===== config.mk =====
export PLATFORM = sky130hd
export DESIGN_NAME = muxn_pipe_flat
export DESIGN_NICKNAME = d
export VERILOG_FILES = /design/src/rtl/muxn_pipe_pkg.sv /design/src/rtl/muxn_pipe_if.sv /design/src/rtl/muxn_pipe_skid_reg.sv /design/src/rtl/muxn_pipe.sv /design/src/flat_wrapper.sv
export SDC_FILE = /design/constraint.sdc
export NUM_CORES = 1
export LEC_CHECK = 0
export BUFFER_PORTS_ARGS = -buffer_cell sky130_fd_sc_hd__buf_2
export CORE_MARGIN = 5
export CORE_UTILIZATION = 51
export CTS_CLUSTER_DIAMETER = 80
export DETAILED_ROUTE_END_ITERATION = 8
export PLACE_DENSITY = 0.95
export SLEW_MARGIN = 25
export SYNTH_ARGS = -nofsm -noshare
export SYNTH_HDL_FRONTEND = slang
export SYNTH_HIERARCHICAL = 1
export SYNTH_SLANG_ARGS = --single-unit

===== constraint.sdc =====
create_clock -name clk -period 2.82 [get_ports clk]
set_clock_uncertainty 0.1 [all_clocks]
set_input_delay 0.705 -clock clk [delete_from_list [all_inputs] [get_ports clk]]
set_output_delay 0.705 -clock clk [all_outputs]
set_load 0.02 [all_outputs]

===== src/rtl/muxn_pipe_pkg.sv =====
// Shared constants, state encoding and select range check for muxn_pipe.
package muxn_pipe_pkg;

    localparam int unsigned DEF_WIDTH = 32;
    localparam int unsigned DEF_N     = 4;

    // Encoding is {out_valid, skid_valid}; 2'b01 is unreachable.
    localparam logic [1:0] ST_EMPTY = 2'b00;
    localparam logic [1:0] ST_ONE   = 2'b10;
    localparam logic [1:0] ST_FULL  = 2'b11;

    function automatic logic sel_in_range(input int unsigned sel, input int unsigned n);
        return sel < n;
    endfunction

endpackage


===== src/rtl/muxn_pipe_if.sv =====
// Producer/consumer handshake bundle for muxn_pipe.
interface muxn_pipe_if
    import muxn_pipe_pkg::*;
#(
    parameter int unsigned WIDTH = DEF_WIDTH,
    parameter int unsigned N     = DEF_N
);
    localparam int unsigned SEL_W = $clog2(N);

    logic [N*WIDTH-1:0] in_data;
    logic [SEL_W-1:0]   sel;
    logic               in_valid;
    logic               in_ready;
    logic               flush;
    logic [WIDTH-1:0]   out_data;
    logic               out_err;
    logic               out_valid;
    logic               out_ready;

    modport master (
        output in_data, sel, in_valid, flush, out_ready,
        input  in_ready, out_data, out_err, out_valid
    );

    modport slave (
        input  in_data, sel, in_valid, flush, out_ready,
        output in_ready, out_data, out_err, out_valid
    );

endinterface


===== src/rtl/muxn_pipe_skid_reg.sv =====
// Two-entry valid/ready register stage: output register plus one skid entry.
module muxn_pipe_skid_reg
    import muxn_pipe_pkg::*;
#(
    parameter int unsigned W = 33
) (
    input  logic         clk,
    input  logic         rst,
    input  logic [W-1:0] i_data,
    input  logic         i_valid,
    output logic         o_ready,
    input  logic         i_flush,
    output logic [W-1:0] o_data,
    output logic         o_valid,
    input  logic         i_ready
);

    logic         r_out_valid;
    logic         r_skid_valid;
    logic [W-1:0] r_out_data;
    logic [W-1:0] r_skid_data;
    logic         w_acc;
    logic         w_drn;
    logic [1:0]   w_state;

    // Ready is a pure register decode so it never depends on i_ready.
    assign o_ready = !r_skid_valid && !rst;
    assign w_acc   = i_valid && o_ready && !i_flush;
    assign w_drn   = r_out_valid && i_ready;
    assign w_state = {r_out_valid, r_skid_valid};
    assign o_data  = r_out_data;
    assign o_valid = r_out_valid;

    always_ff @(posedge clk) begin
        if (rst) begin
            r_out_valid  <= 1'b0;
            r_skid_valid <= 1'b0;
            r_out_data   <= '0;
            r_skid_data  <= '0;
        end else if (i_flush) begin
            r_out_valid  <= 1'b0;
            r_skid_valid <= 1'b0;
        end else begin
            case (w_state)
                ST_EMPTY: begin
                    if (w_acc) begin
                        r_out_valid <= 1'b1;
                        r_out_data  <= i_data;
                    end
                end
                ST_ONE: begin
                    if (w_acc && w_drn) begin
                        r_out_data <= i_data;
                    end else if (w_acc) begin
                        r_skid_valid <= 1'b1;
                        r_skid_data  <= i_data;
                    end else if (w_drn) begin
                        r_out_valid <= 1'b0;
                    end
                end
                ST_FULL: begin
                    if (w_drn) begin
                        r_out_data   <= r_skid_data;
                        r_skid_valid <= 1'b0;
                    end
                end
                default: begin
                    r_out_valid  <= 1'b0;
                    r_skid_valid <= 1'b0;
                end
            endcase
        end
    end

endmodule


===== src/rtl/muxn_pipe.sv =====
// N:1 operand selector with range check, registered through a 2-entry skid stage.
module muxn_pipe
    import muxn_pipe_pkg::*;
#(
    parameter int unsigned WIDTH = DEF_WIDTH,
    parameter int unsigned N     = DEF_N,
    localparam int unsigned SEL_W = $clog2(N)
) (
    input logic        clk,
    input logic        rst,
    muxn_pipe_if.slave bus
);

    logic [WIDTH-1:0] w_sel_data;
    logic             w_err;
    logic [WIDTH:0]   w_out;

    // Out-of-range selects match no channel and fall through to zero.
    always_comb begin
        w_sel_data = '0;
        for (int unsigned k = 0; k < N; k++) begin
            if (bus.sel == SEL_W'(k)) begin
                w_sel_data = bus.in_data[k*WIDTH +: WIDTH];
            end
        end
    end

    assign w_err = !sel_in_range(32'(bus.sel), N);

    muxn_pipe_skid_reg #(
        .W (WIDTH + 1)
    ) u_skid (
        .clk     (clk),
        .rst     (rst),
        .i_data  ({w_err, w_sel_data}),
        .i_valid (bus.in_valid),
        .o_ready (bus.in_ready),
        .i_flush (bus.flush),
        .o_data  (w_out),
        .o_valid (bus.out_valid),
        .i_ready (bus.out_ready)
    );

    assign bus.out_err  = w_out[WIDTH];
    assign bus.out_data = w_out[WIDTH-1:0];

endmodule

===== src/flat_wrapper.sv =====
// flat-port wrapper written by rule: the top's interface ports become plain ports
module muxn_pipe_flat import muxn_pipe_pkg::*;
#(
    parameter int unsigned WIDTH = DEF_WIDTH,
    parameter int unsigned N     = DEF_N,
    localparam int unsigned SEL_W = $clog2(N)
)
  (clk, rst, bus_in_data, bus_sel, bus_in_valid, bus_flush, bus_out_ready, bus_in_ready, bus_out_data, bus_out_err, bus_out_valid);
  muxn_pipe_if #(.WIDTH(WIDTH), .N(N)) bus_i ();
  input logic clk;
  input logic rst;
  input wire logic [$bits(bus_i.in_data)-1:0] bus_in_data;
  input wire logic [$bits(bus_i.sel)-1:0] bus_sel;
  input wire logic [$bits(bus_i.in_valid)-1:0] bus_in_valid;
  input wire logic [$bits(bus_i.flush)-1:0] bus_flush;
  input wire logic [$bits(bus_i.out_ready)-1:0] bus_out_ready;
  output wire logic [$bits(bus_i.in_ready)-1:0] bus_in_ready;
  output wire logic [$bits(bus_i.out_data)-1:0] bus_out_data;
  output wire logic [$bits(bus_i.out_err)-1:0] bus_out_err;
  output wire logic [$bits(bus_i.out_valid)-1:0] bus_out_valid;
  assign bus_i.in_data = bus_in_data;
  assign bus_i.sel = bus_sel;
  assign bus_i.in_valid = bus_in_valid;
  assign bus_i.flush = bus_flush;
  assign bus_i.out_ready = bus_out_ready;
  assign bus_in_ready = bus_i.in_ready;
  assign bus_out_data = bus_i.out_data;
  assign bus_out_err = bus_i.out_err;
  assign bus_out_valid = bus_i.out_valid;
  muxn_pipe #(.WIDTH(WIDTH), .N(N)) u_core (.clk(clk), .rst(rst), .bus(bus_i));
endmodule

Yosys cells after proc, flatten, opt, wreduce, memory -nomap -nowiden

Index checks and enable logic that the tools add are counted.

Bits in registers: 67
Bits of input ports: 135
Logic and storage cells: 51

Equal/unequal tests: 12
Muxes and demuxes: 15
Bitwise logic cells: 4
Reductions and logical operators: 16

Operators with widths:

| operator                                                              | count |
|---|---|
| 32-bit 2-to-1 mux                                                     | 4 |
| 33-bit 2-to-1 mux                                                     | 3 |
| 33-bit case mux with 3 select lines                                   | 1 |
| 2-bit inequality test, second input constant                          | 7 |
| 5-bit AND reduction                                                   | 2 |
| 2-bit equality test, second input constant                            | 4 |
| 4-bit AND reduction                                                   | 2 |
| 1-bit case mux with 3 select lines                                    | 2 |
| 1-bit logical AND                                                     | 5 |
| 1-bit 2-to-1 mux                                                      | 5 |
| 2-bit zero test                                                       | 2 |
| 1-bit NOT                                                             | 4 |
| 1-bit zero test                                                       | 3 |
| 3-bit nonzero test                                                    | 1 |
| 2-bit by 1-bit equality test with 1-bit output, second input constant | 1 |
| 2-bit OR reduction                                                    | 1 |

Longest topological paths before layout

Word-level depth: 7
Mapped depth: 5
Mapped depth without buffers: 3

Modules after synthesis

Netlist, hierarchy kept.

Modules (own cells, without submodules):

| module             | instances | cells an instance | area an instance (µm²) | sequential area each (µm²) |
|---|---|---|---|---|
| muxn_pipe_skid_reg | 1         | 320               | 2904.0                 | 1361.3 |
| muxn_pipe          | 1         | 40                | 818.3                  | 0.0 |

Worst setup path before layout

No wires, ideal clock.

Kind: input -> output
Start: in rst
End: out bus_in_ready
Arrival: 1383 ps
Slack: 632 ps
Stages on the path: 3
Path through: clkbuf_1 -> clkbuf_1 -> nor2_1

Longest elaborated chain between the ends: 2

RTL lines:

| item              | line                     | source |
|---|---|---|
| start, declared   | flat_wrapper.sv:11       | `input logic rst;` |
| 1-bit zero test   | muxn_pipe_skid_reg.sv:27 | `assign o_ready = !r_skid_valid && !rst;` |
| 1-bit logical AND | muxn_pipe_skid_reg.sv:27 |  |
| end, declared     | flat_wrapper.sv:17       | `output wire logic [$bits(bus_i.in_ready)-1:0] bus_in_ready;` |

No other way between the ends.

Worst setup path in the final report

Same ends and word-level chain as after synthesis.

==> key figures <==
Critical path
  • Largest delay contributor family on the critical path: buffers and inverters
  • Critical-path cell list: buf_2 > buf_4 > nor2_1 > buf_2
  • Critical path arrival: 1.40 ns
  • Most used cell, CP: buf_2
  • Worst-path fanout max: 30
  • WP data required: 2.02 ns
  • CP max stage delay: 0.30 ns
  • Crit start category: input port
  • Buf+Inv Stages, Crit Path: 3
  • Crit-path slowest cell: buf_4
  • CP Capture Type: primary output
  • Setup CP Type: input port to primary output

Power and ir drop
  • Max VDD drop: 0.000261 V
  • P_sw: 0.000634 W
  • Total Power: 0.00239 W
  • Internal: 0.00176 W
  • Power share of the sequential group: 43.2%
  • Clk pwr share: 37.0%
  • Combinational Power Share: 19.8%
  • Lkg Pwr: 2.07 nW
  • Switching share of power: 26.5%
  • PwrDens: 494 nW/µm²

Timing
  • Fin. max-slew vios: 0
  • Slew headroom: 32.6%
  • Max Fclk: 0.453 GHz
  • Final TNS setup: 0 ns
  • Worst Tran Pin Value: 1.01 ns
  • Final Setup Violations: 0
  • Tmin final: 2.21 ns
  • RSZ-0062 raised after global routing: no
  • WHS: 0.371 ns
  • Endpoints failing hold: 0
  • Fin crit share: 78.3%

Synthesis
  • Synth area leader: dfxtp_1
  • Ys Warns: 6
  • Proportion of netlist area held by the largest area contributor: 36.6%
  • Main area contributors after synthesis: dfxtp_1 (37%), mux4_2 (18%), o32ai_1 (7.8%)
  • Synth Area in XOR/XNOR: 0%
  • Number of distinct library cells after synthesis: 25
  • #FFs+latches synth: 68
  • Sequential area share after synthesis: 36.6%
  • Multiplexer area fraction after synthesis: 19.6%
  • Synth Area in Adders: 0%
  • Avg Inst Size Synth: 10.3 µm²
  • Simple-Gate Fraction of Synth Area: 12.2%
  • Largest family of logic cells by synthesized area: compound AO/OA/AOI/OAI gates
  • Synth Cell Area: 3720 µm²
  • Mapped Cells: 360
  • Compound-cell area share of the yosys netlist: 24.3%

CTS
  • CTS root buf: clkbuf_8
  • Post_cts resized: 0
  • CTS tree: yes
  • Post-CTS Setup Bufs: 0
  • Max Buffers Root-to-Sink: 2
  • Post-CTS Hold Buffers: 0
  • Htree depth: 3
  • Clock transition at path regs: 0.07 ns
  • Clk sinks: 68
  • Clk_lat worst skew: 0.33 ns
  • Num CTS Buffers: 9

Floorplanning
  • Ports: 170
  • Die height: 95.4 µm
  • Core area: 7180 µm²
  • Full die area: 9110 µm²
  • # rows: 31
  • Die Span X: 95.4 µm
  • Initial Utilization: 51.9%

Route
  • Routed Antenna Nets: 0
  • Vias per cell: 6.30
  • Wirelength, routed: 12.1 mm
  • Drt first pass iters: 5
  • Drt wl/cell: 19.6 µm
  • Iter 0 DRT Violations: 312
  • # DRC: 0
  • Via Count: 3880

Min path
  • Tightest Hold Check Type: register to register

Layout
  • Area delta synth->final: 29.9%
  • Layout cells sized above 1: 45.6%
  • Final nets: 645
  • Final Util: 67.4%
  • Fin area: 4840 µm²

Global route
  • GRT overflow: 0
  • GR Util All Layers: 25.7%
  • Vias in the first global route: 3879
  • Initial antenna violation count: 4
  • First-pass GRT wire length: 18.1 mm
  • Largest net degree at the start of global routing: 36

Run
  • Max-cap violation count: 0

Placed design
  • Port-buffer cells: 169
  • Placement Cell Area: 4610 µm²
  • RD Place Congestion: 0.784
  • Post-DP HPWL: 8.60 mm

Run status
  • Outcome: completed
-- logic make-up (layout without fill, tap and decap cells) --
family          after synthesis  count (layout)
compound gates              137             137
buf+inv                      45             199
flops                        68              68
mux                          32              32
other cells                   1               4
simple gates                 77              77
-- state kept, by name, summed over array words and instances, names as in the netlist --
| signal | flops |
|---|---|
| u_core/u_skid/o_data | 33 |
| u_core/u_skid/o_valid | 1 |
| u_core/u_skid/r_skid_data | 33 |
| u_core/u_skid/r_skid_valid | 1 |
-- tightest hold or removal path, delay by kind of cell, from the launching register on --
family	cells	cell delay, ns
AO/OA/AOI/OAI	2	0.10
flip-flops	1	0.32
-- synthesized netlist by cell type --
cell type / count
dfxtp_1: 68
conb_1: 1
nor4b_4: 1
mux4_2: 30
a22oi_1: 33
nor2_1: 3
nor2b_1: 1
nand2_1: 1
o21ai_2: 2
nand3_1: 33
buf_1: 1
or4b_4: 1
o21ai_0: 5
buf_12: 3
o2111ai_1: 1
nand2b_1: 37
o21ai_1: 28
a21oi_1: 34
o32ai_1: 33
buf_6: 4
clkbuf_1: 20
mux4_1: 2
a21boi_0: 1
buf_2: 16
inv_1: 1
-- per-stage QoR --
step	setup slack, ns	instances
after floorplan	0.632	361
after global placement	0.453	598
after detailed placement	0.346	598
after CTS	0.618	614
after global routing	0.563	616
final	0.612	616
-- final cells by class --
cell class / count / area, µm²
fillers: 599 / 2340
clock buffers: 12 / 145
well taps: 99 / 124
clock inverters: 4 / 72.6
multi-input cells: 248 / 2130
diodes: 2 / 5.00
inverters: 1 / 3.75
flip-flops and latches: 68 / 1360
repair buffers: 182 / 993
-- routing by layer --
layer / share of wire (%) / vias to the layer above / global-route usage (%)
met3: 10 / 38 / 7.18
met2: 50 / 265 / 45.0
met5: 0.22 / - / 0
met1: 37 / 1851 / 29.0
li1: - / 1722 / -
met4: 2.4 / 4 / 11.3
-- worst paths after layout --
path / cells after the start / start / end / slack [ns]
min reg2reg: 2 / u_core/u_skid/r_skid_data[13]$_SDFFE_PP0P_ / u_core/u_skid/r_skid_data[13]$_SDFFE_PP0P_ / 0.37
max reg2reg: 3 / u_core/u_skid/r_skid_valid$_SDFFE_PP0P_ / u_core/u_skid/o_data[17]$_SDFFE_PP0P_ / 0.65
min: 2 / u_core/u_skid/r_skid_data[13]$_SDFFE_PP0P_ / u_core/u_skid/r_skid_data[13]$_SDFFE_PP0P_ / 0.37
max: 4 / rst / bus_in_ready / 0.61
-- cell usage in the layout, fill, tap and decap left out, types with 2 or more instances in the layout --
master,n
a21oi_1,33
a22oi_1,33
buf_12,4
buf_2,169
buf_4,9
bufinv_16,2
clkbuf_1,2
clkbuf_8,10
conb_1,2
dfxtp_1,67
diode_2,2
mux4_1,2
mux4_2,30
nand2b_1,36
nand3_1,33
nor2_1,3
o21ai_0,5
o21ai_1,28
o21ai_2,2
o32ai_1,33
-- power groups by stage --
stage / combinational [W] / clock, W / sequential, W
final: 0.000474 / 0.000884 / 0.00103
after global routing: 0.000503 / 0.000946 / 0.00104
after CTS: 0.000472 / 0.000898 / 0.00103
after detailed placement: 0.000470 / 0 / 0.00105
after global placement: 0.000454 / 0 / 0.00105
after floorplan: 0.000232 / 0 / 0.00110
No activity file was read; power rests on OpenSTA's default activity.
